===== config.mk =====
export PLATFORM = sky130hd
export DESIGN_NAME = piso_tx
export DESIGN_NICKNAME = d
export VERILOG_FILES = /design/src/rtl/piso_pkg.sv /design/src/rtl/piso_tx.sv
export SDC_FILE = /design/constraint.sdc
export NUM_CORES = 1
export LEC_CHECK = 0
export ABC_AREA = 1
export CORE_MARGIN = 4
export CORE_UTILIZATION = 49
export CTS_CLUSTER_SIZE = 8
export DETAILED_ROUTE_END_ITERATION = 6
export HOLD_SLACK_MARGIN = 0.03
export PLACE_DENSITY_LB_ADDON = 0.12
export SLEW_MARGIN = 20
export SYNTH_ARGS = -nofsm -noshare
export SYNTH_HDL_FRONTEND = slang
export SYNTH_SLANG_ARGS = --single-unit
export TNS_END_PERCENT = 20

===== constraint.sdc =====
create_clock -name clk -period 2.1 [get_ports clk]
set_input_delay 0.315 -clock clk [delete_from_list [all_inputs] [get_ports clk]]
set_output_delay 0.315 -clock clk [all_outputs]
set_load 0.01 [all_outputs]

===== src/rtl/piso_pkg.sv =====
// Shared definitions for the serial shift-register link (transmitter and receiver).
//   PISO_WIDTH   : default word length on the link.
//   piso_state_t : transmitter FSM state encoding.
package piso_pkg;

  localparam int unsigned PISO_WIDTH = 8;

  typedef enum logic {
    IDLE  = 1'b0,
    SHIFT = 1'b1
  } piso_state_t;

endpackage : piso_pkg


===== src/rtl/piso_tx.sv =====
// Parallel-in, serial-out transmitter for the serial shift-register link.
// Accepts a WIDTH-bit word over valid/ready and sends it one bit per clock.
// Ports:
//   clk        : clock, rising edge
//   rst        : asynchronous active-low reset
//   din        : parallel word, sampled on the acceptance edge only
//   din_valid  : producer has a word on din
//   din_ready  : transmitter can accept a word this cycle
//   ser_out    : serial data bit
//   ser_valid  : ser_out carries a frame bit
//   ser_last   : current bit is the final bit of the frame
//   busy       : a frame is in progress
module piso_tx
  import piso_pkg::*;
#(
  parameter int unsigned WIDTH     = PISO_WIDTH,
  parameter bit          MSB_FIRST = 1'b0
) (
  input  logic             clk,
  input  logic             rst,
  input  logic [WIDTH-1:0] din,
  input  logic             din_valid,
  output logic             din_ready,
  output logic             ser_out,
  output logic             ser_valid,
  output logic             ser_last,
  output logic             busy
);

  localparam int unsigned CNT_W = (WIDTH > 1) ? $clog2(WIDTH) : 1;
  localparam logic [CNT_W-1:0] LAST_CNT = CNT_W'(WIDTH - 1);

  piso_state_t      state_q;
  logic [WIDTH-1:0] shreg_q;
  logic [CNT_W-1:0] cnt_q;

  logic             in_shift;
  logic             at_last;
  logic             accept;
  logic             head_bit;
  logic [WIDTH-1:0] shreg_shifted;

  // Decode from the flops; the link sees only flop-derived values.
  assign in_shift = (state_q == SHIFT);
  assign at_last  = in_shift && (cnt_q == LAST_CNT);
  assign accept   = din_valid && din_ready;

  // Head bit and one-position shift toward the head, zero-filling the tail.
  assign head_bit      = MSB_FIRST ? shreg_q[WIDTH-1] : shreg_q[0];
  assign shreg_shifted = MSB_FIRST ? {shreg_q[WIDTH-2:0], 1'b0}
                                   : {1'b0, shreg_q[WIDTH-1:1]};

  // FSM, shift register and bit counter.
  always_ff @(posedge clk or negedge rst) begin
    if (!rst) begin
      state_q <= IDLE;
      shreg_q <= '0;
      cnt_q   <= '0;
    end else if (accept) begin
      // Covers both a fresh frame from IDLE and a gapless reload on the last bit.
      state_q <= SHIFT;
      shreg_q <= din;
      cnt_q   <= '0;
    end else if (in_shift) begin
      shreg_q <= shreg_shifted;
      if (at_last) begin
        state_q <= IDLE;
        cnt_q   <= '0;
      end else begin
        cnt_q <= cnt_q + CNT_W'(1);
      end
    end
  end

  // Outputs.
  assign din_ready = !in_shift || (cnt_q == LAST_CNT);
  assign ser_valid = in_shift;
  assign busy      = in_shift;
  assign ser_out   = in_shift && head_bit;
  assign ser_last  = at_last;

endmodule : piso_tx


==> results of run 1 <==
[report_power, final]
group / total (µW) / switching [µW] / internal (µW)
sequential: 417 / 82.3 / 335
combinational: 480 / 254 / 225
clock: 140 / 73.6 / 66.3
total: 1040 / 410 / 627
[kinds of logic after synthesis]
kind of cell             share of synthesized area, %
AO/OA/AOI/OAI                                    2.14
adder cells (fa/ha/maj)                          3.90
buffers and inverters                            12.9
flip-flops                                       46.8
AND/OR/NAND/NOR                                  34.3
[worst max-delay path by stage]
stage                         startpoint        end  slack [ns]  cells past startpoint
global route        cnt_q[0]$_DFFE_PN0P_   ser_last        0.05                      5
global placement    cnt_q[0]$_DFFE_PN0P_  din_ready        0.39                      5
finish              cnt_q[0]$_DFFE_PN0P_   ser_last        0.13                      5
detailed placement  cnt_q[0]$_DFFE_PN0P_  din_ready        0.36                      5
CTS                 cnt_q[0]$_DFFE_PN0P_  din_ready        0.06                      5
floorplan           cnt_q[0]$_DFFE_PN0P_  din_ready        0.73                      5
[synthesized netlist by cell type]
library cell and n:
o21ai_2 1, o21ai_1 1, nor2_4 1, inv_1 11, buf_4 1, nand2_1 22, ha_1 2, buf_6 3
nor2_1 6, nand3_1 17, nand2_2 3, dfrtp_1 12
[sequential cells by signal, indices dropped and copies added, names as in the netlist]
signal and count:
cnt_q 3, shreg_q 8, busy 1
[layout by cell type, fill, tap and decap left out]
cell	netlist	final
nand2_1	22	22
nand3_1	17	17
o21ai_2	1	1
clkdlybuf4s50_1	0	14
dfrtp_1	12	12
clkbuf_4	0	3
buf_4	1	2
inv_1	11	11
nor2_4	1	1
nor2_1	6	6
nand2_2	3	3
dlymetal6s2s_1	0	1
o21ai_1	1	1
ha_1	2	2
[cell type report]
type | count | area [µm²] | area share, %
tap | 14 | 17.5 | 2.17
sequential | 12 | 300 | 37.2
inverter | 11 | 41.3 | 5.11
clock buffer | 3 | 22.5 | 2.79
multi-input combinational | 53 | 259 | 32.0
timing repair buffer | 17 | 168 | 20.7
[through the flow]
stage	utilization (%)	cell area, µm²
6_report	69.0	808
3_5_place_dp	66.9	783
5_1_grt	69.0	808
2_1_floorplan	-	642
4_1_cts	68.8	806
3_3_place_gp	66.9	783
[routing by layer]
metal / vias up / GRT usage (%) / part of all wire [%] / wire, µm
li1: 281 / - / - / -
met1: 238 / 18.6 / 50 / 603
met2: 22 / 19.2 / 41 / 501
met3: 2 / 3.66 / 8.8 / 107
met4: 0 / 6.02 / 0.57 / 7
met5: - / 0 / 0 / 0
[worst max-delay path: stages (launching register included)]
cell and delay, ns:
dfrtp_1 0.41, ha_1 0.22, ha_1 0.19, nand2_1 0.06, inv_1 0.04, clkdlybuf4s50_1 0.46
==> impl_metrics.ini, run 1 <==
[outcome]
outcome = finished, final reports clean

[die]
io_pins = 16
die_area_um2 = 1950
die_w_um = 44.2
initial_core_util_pct = 54.8
rows = 12
die_h_um = 44.2
coreArea_um2 = 1170

[critical_path]
ff2ff_setup_slack_ns = 0.57
timing.rr.start = cnt_q[0]$_DFFE_PN0P_
crit_path_start_kind = register
cp_max_fo = 3
r2r_cells = 8
timing.rr.end = cnt_q[1]$_DFFE_PN0P_
crit_path_end_kind = output pin
crit_required_ns = 1.78
cp_data_arrival_time_ns = 1.65
worstSetupPathType = register to output pin

[synthesis]
synth_nets = 93
avgSynthCellArea_um2 = 8.02
ys_seq_area_share_pct = 46.8
synthTopCellsByArea = dfrtp_1 (47%), nand3_1 (13%), nand2_1 (13%), inv_1 (6.4%), buf_6 (5.3%)
synth_cells = 80
synth_area_um2 = 642
synth_top_area_share_pct = 46.8
yosysWarnings = 0
yosysUniqueCellTypes = 12
yosysTopAreaCell = dfrtp_1
ys_ff_latch = 12

[clocking]
cts.clk_slew.worst_paths_ns = 0.07
cts_resized = 0
cts_buffer_depth = 2
cts-root-buf = clkbuf_4
numCtsBuffers = 3
tritoncts = done
numClockSinks = 12
postCtsSetupBuffers = 0
cts_max_level = 1
hold_buffers = 0
clock_latency_ns = 0.27

[route]
wl_per_cell_um = 11.1
first_pass_iters = 4
drtAntennaViolNets = 0
num_vias = 543
drc = 0
drt-total-wl_mm = 1.22
avgViaCountPerCell = 4.94
dr.first_iter.drc_count = 15

[placement]
place.gp.congestion = 0.805
pre_cts_ws_ns = 0.359
dpl.hpwl_um = 843
place_inst = 107
io_buffer_count = 15

[grt]
grtUsageTotal_pct = 13.4
grt_pass1_wl_mm = 1.92
grt_max_degree = 18
grt_pass1_vias = 444
grt-ovfl-total = 0
antenna_found_initial = 0

[power]
cellPowerDensity_nw_per_um2 = 1280
leakagePower_uw = 0.000414
max-vdd-ir-drop_v = 0.000717
total_power_uw = 1040

[hold_path]
hold_class = primary input to async pin

[cells_and_area]
syn2layout_area_growth_pct = 25.9
drive_gt1_share_pct = 10.4
antennaDiodeCount = 0
nets = 111
final_cells = 110
fillers = 110

[sta]
finalCritPeriodShare_pct = 93.6
max-slew-margin-rel_pct = 63.5
hold_viol_final = 0
maxSlewViolCount = 0
min_period_ns = 1.97
max_freq_mhz = 509
worst_slack_ns = 0.135
whs_ns = 0.398
finalSetupViolCount = 0
setup_tns_ns = 0
grt_setup_unrepaired = no
worstMarginPinSlew_ns = 0.546
finalClockSkew_ns = 0.00316

[job]
max_cap_violations = 0
(Power assumes the default switching activity.)
==> run 2: changes to the inputs <==
==> constraint.sdc (replaced) <==
create_clock -name clk -period 2.1 [get_ports clk]
set_input_delay 0.42 -clock clk [delete_from_list [all_inputs] [get_ports clk]]
set_output_delay 0.42 -clock clk [all_outputs]
set_load 0.01 [all_outputs]
==> run 2 against run 1 <==
  * Global-route usage grew 1.5 points
  * Via count grew 3.5%
  * Combinational power grew 2%
  * Worst setup slack gained 0.036 ns
  * Routed wire length grew 7.0%
  * Worst hold slack gained 0.092 ns
  * First-iteration DRC count grew 27%
  * Clock power is essentially flat
  * Register-to-register slack is essentially flat
  * Power grew 1.1%
  * Utilization grew 0.53 points
  * Cell count grew 0.91%
  * Largest power group unchanged
==> impl_metrics.ini, run 2 (synthesized netlist as in run 1, its figures left out) <==
[grt]
grt_pass1_vias = 479
grt_pass1_wl_mm = 2.12
grtUsageTotal_pct = 14.8
antenna_found_initial = 0
grt_max_degree = 18
grt-ovfl-total = 0

[die]
die_area_um2 = 1950
die_h_um = 44.2
coreArea_um2 = 1170
io_pins = 16
die_w_um = 44.2
initial_core_util_pct = 54.8
rows = 12

[placement]
dpl.hpwl_um = 863
io_buffer_count = 15
place.gp.congestion = 0.729

[job]
max_cap_violations = 0

[power]
leakagePower_uw = 0.000427
max-vdd-ir-drop_v = 0.000718
cellPowerDensity_nw_per_um2 = 1290

[route]
dr.first_iter.drc_count = 19
drtAntennaViolNets = 0
avgViaCountPerCell = 5.06
first_pass_iters = 4
drt-total-wl_mm = 1.30
drc = 0
num_vias = 562
wl_per_cell_um = 11.7

[sta]
min_period_ns = 1.93
worstMarginPinSlew_ns = 0.554
finalCritPeriodShare_pct = 91.9
grt_setup_unrepaired = no
whs_ns = 0.490
finalClockSkew_ns = 0.00615
setup_tns_ns = 0
hold_viol_final = 0
max-slew-margin-rel_pct = 63.0
finalSetupViolCount = 0
maxSlewViolCount = 0
max_freq_mhz = 518

[clocking]
cts_buffer_depth = 2
numClockSinks = 12
cts_max_level = 1
tritoncts = done
cts-root-buf = clkbuf_4
cts.clk_slew.worst_paths_ns = 0.07
clock_latency_ns = 0.27
numCtsBuffers = 3

[critical_path]
cp_data_arrival_time_ns = 1.51
r2r_cells = 8
crit_path_end_kind = output pin
worstSetupPathType = register to output pin
timing.rr.start = cnt_q[0]$_DFFE_PN0P_
crit_required_ns = 1.68
crit_path_start_kind = register
ff2ff_setup_slack_ns = 0.57
timing.rr.end = shreg_q[5]$_DFFE_PN0P_
cp_max_fo = 3
cp-startpoint = cnt_q[0]$_DFFE_PN0P_

[hold_path]
min_from = cnt_q[2]$_DFFE_PN0P_
holdPathStages = 2
whs_endpoint = cnt_q[2]$_DFFE_PN0P_
hold_class = register to register

[cells_and_area]
final_util_pct = 69.6
drive_gt1_share_pct = 11.3
syn2layout_area_growth_pct = 26.9
antennaDiodeCount = 0
layout_common_cells = nand2_1 (22), nand3_1 (17), clkdlybuf4s50_1 (13)
final_common_cell = nand2_1
largest_reg_flops = 8
largest-register = shreg_q
nets = 112

[outcome]
outcome = finished, final reports clean
-- run 2: how the worst max path moves through the flow --
stage                      endpoint  cells after the start  slack (ns)
final                     din_ready                      5        0.17
after global routing      din_ready                      5        0.06
after CTS                  ser_last                      5        0.04
after detailed placement  din_ready                      5        0.27
after global placement    din_ready                      5        0.28
after floorplan           din_ready                      5        0.63
-- run 2: through the flow --
step	instances	area [µm²]	setup WS [ns]	total power [µW]
final	111	815	0.171	1050
after global placement	107	783	0.277	891
after global routing	111	815	0.0625	1150
after CTS	110	805	0.0440	1030
after floorplan	80	642	0.627	754
after detailed placement	107	783	0.268	905
-- run 2: worst max-delay path, cell delays in order, from the launching register on --
cell           delay (ns)
dfrtp_1              0.40
ha_1                 0.20
ha_1                 0.19
inv_1                0.09
nand2_2              0.06
dlygate4sd2_1        0.29
-- run 2: metal layers --
layer  share of wire, %  up-vias  GRT usage [%]
li1                   -      283              -
met1                 45      251           21.0
met2                 45       24           21.8
met3                8.4        4           3.66
met4                1.5        0           5.42
met5                  0        -              0
-- run 2: what timing repair did --
item                       in CTS  in global routing
setup endpoints to repair       1                  1
resized for setup               1                  1
pin swaps                       0                  0
setup buffers                   0                  1
hold buffers                    0                  0
-- run 2: layout make-up --
cell class / count / area [µm²]
Multi-Input combinational cell: 53 / 259
Inverter: 11 / 41.3
Timing Repair Buffer: 18 / 174
Fill cell: 93 / 357
Clock buffer: 3 / 22.5
Tap cell: 14 / 17.5
Sequential cell: 12 / 300
-- run 2: power breakdown --
group	internal [µW]	total [µW]	switching, µW	leakage [µW]
clock network	66.4	141	74.8	0.0000138
registers	335	416	80.7	0.000152
logic	229	491	262	0.000261
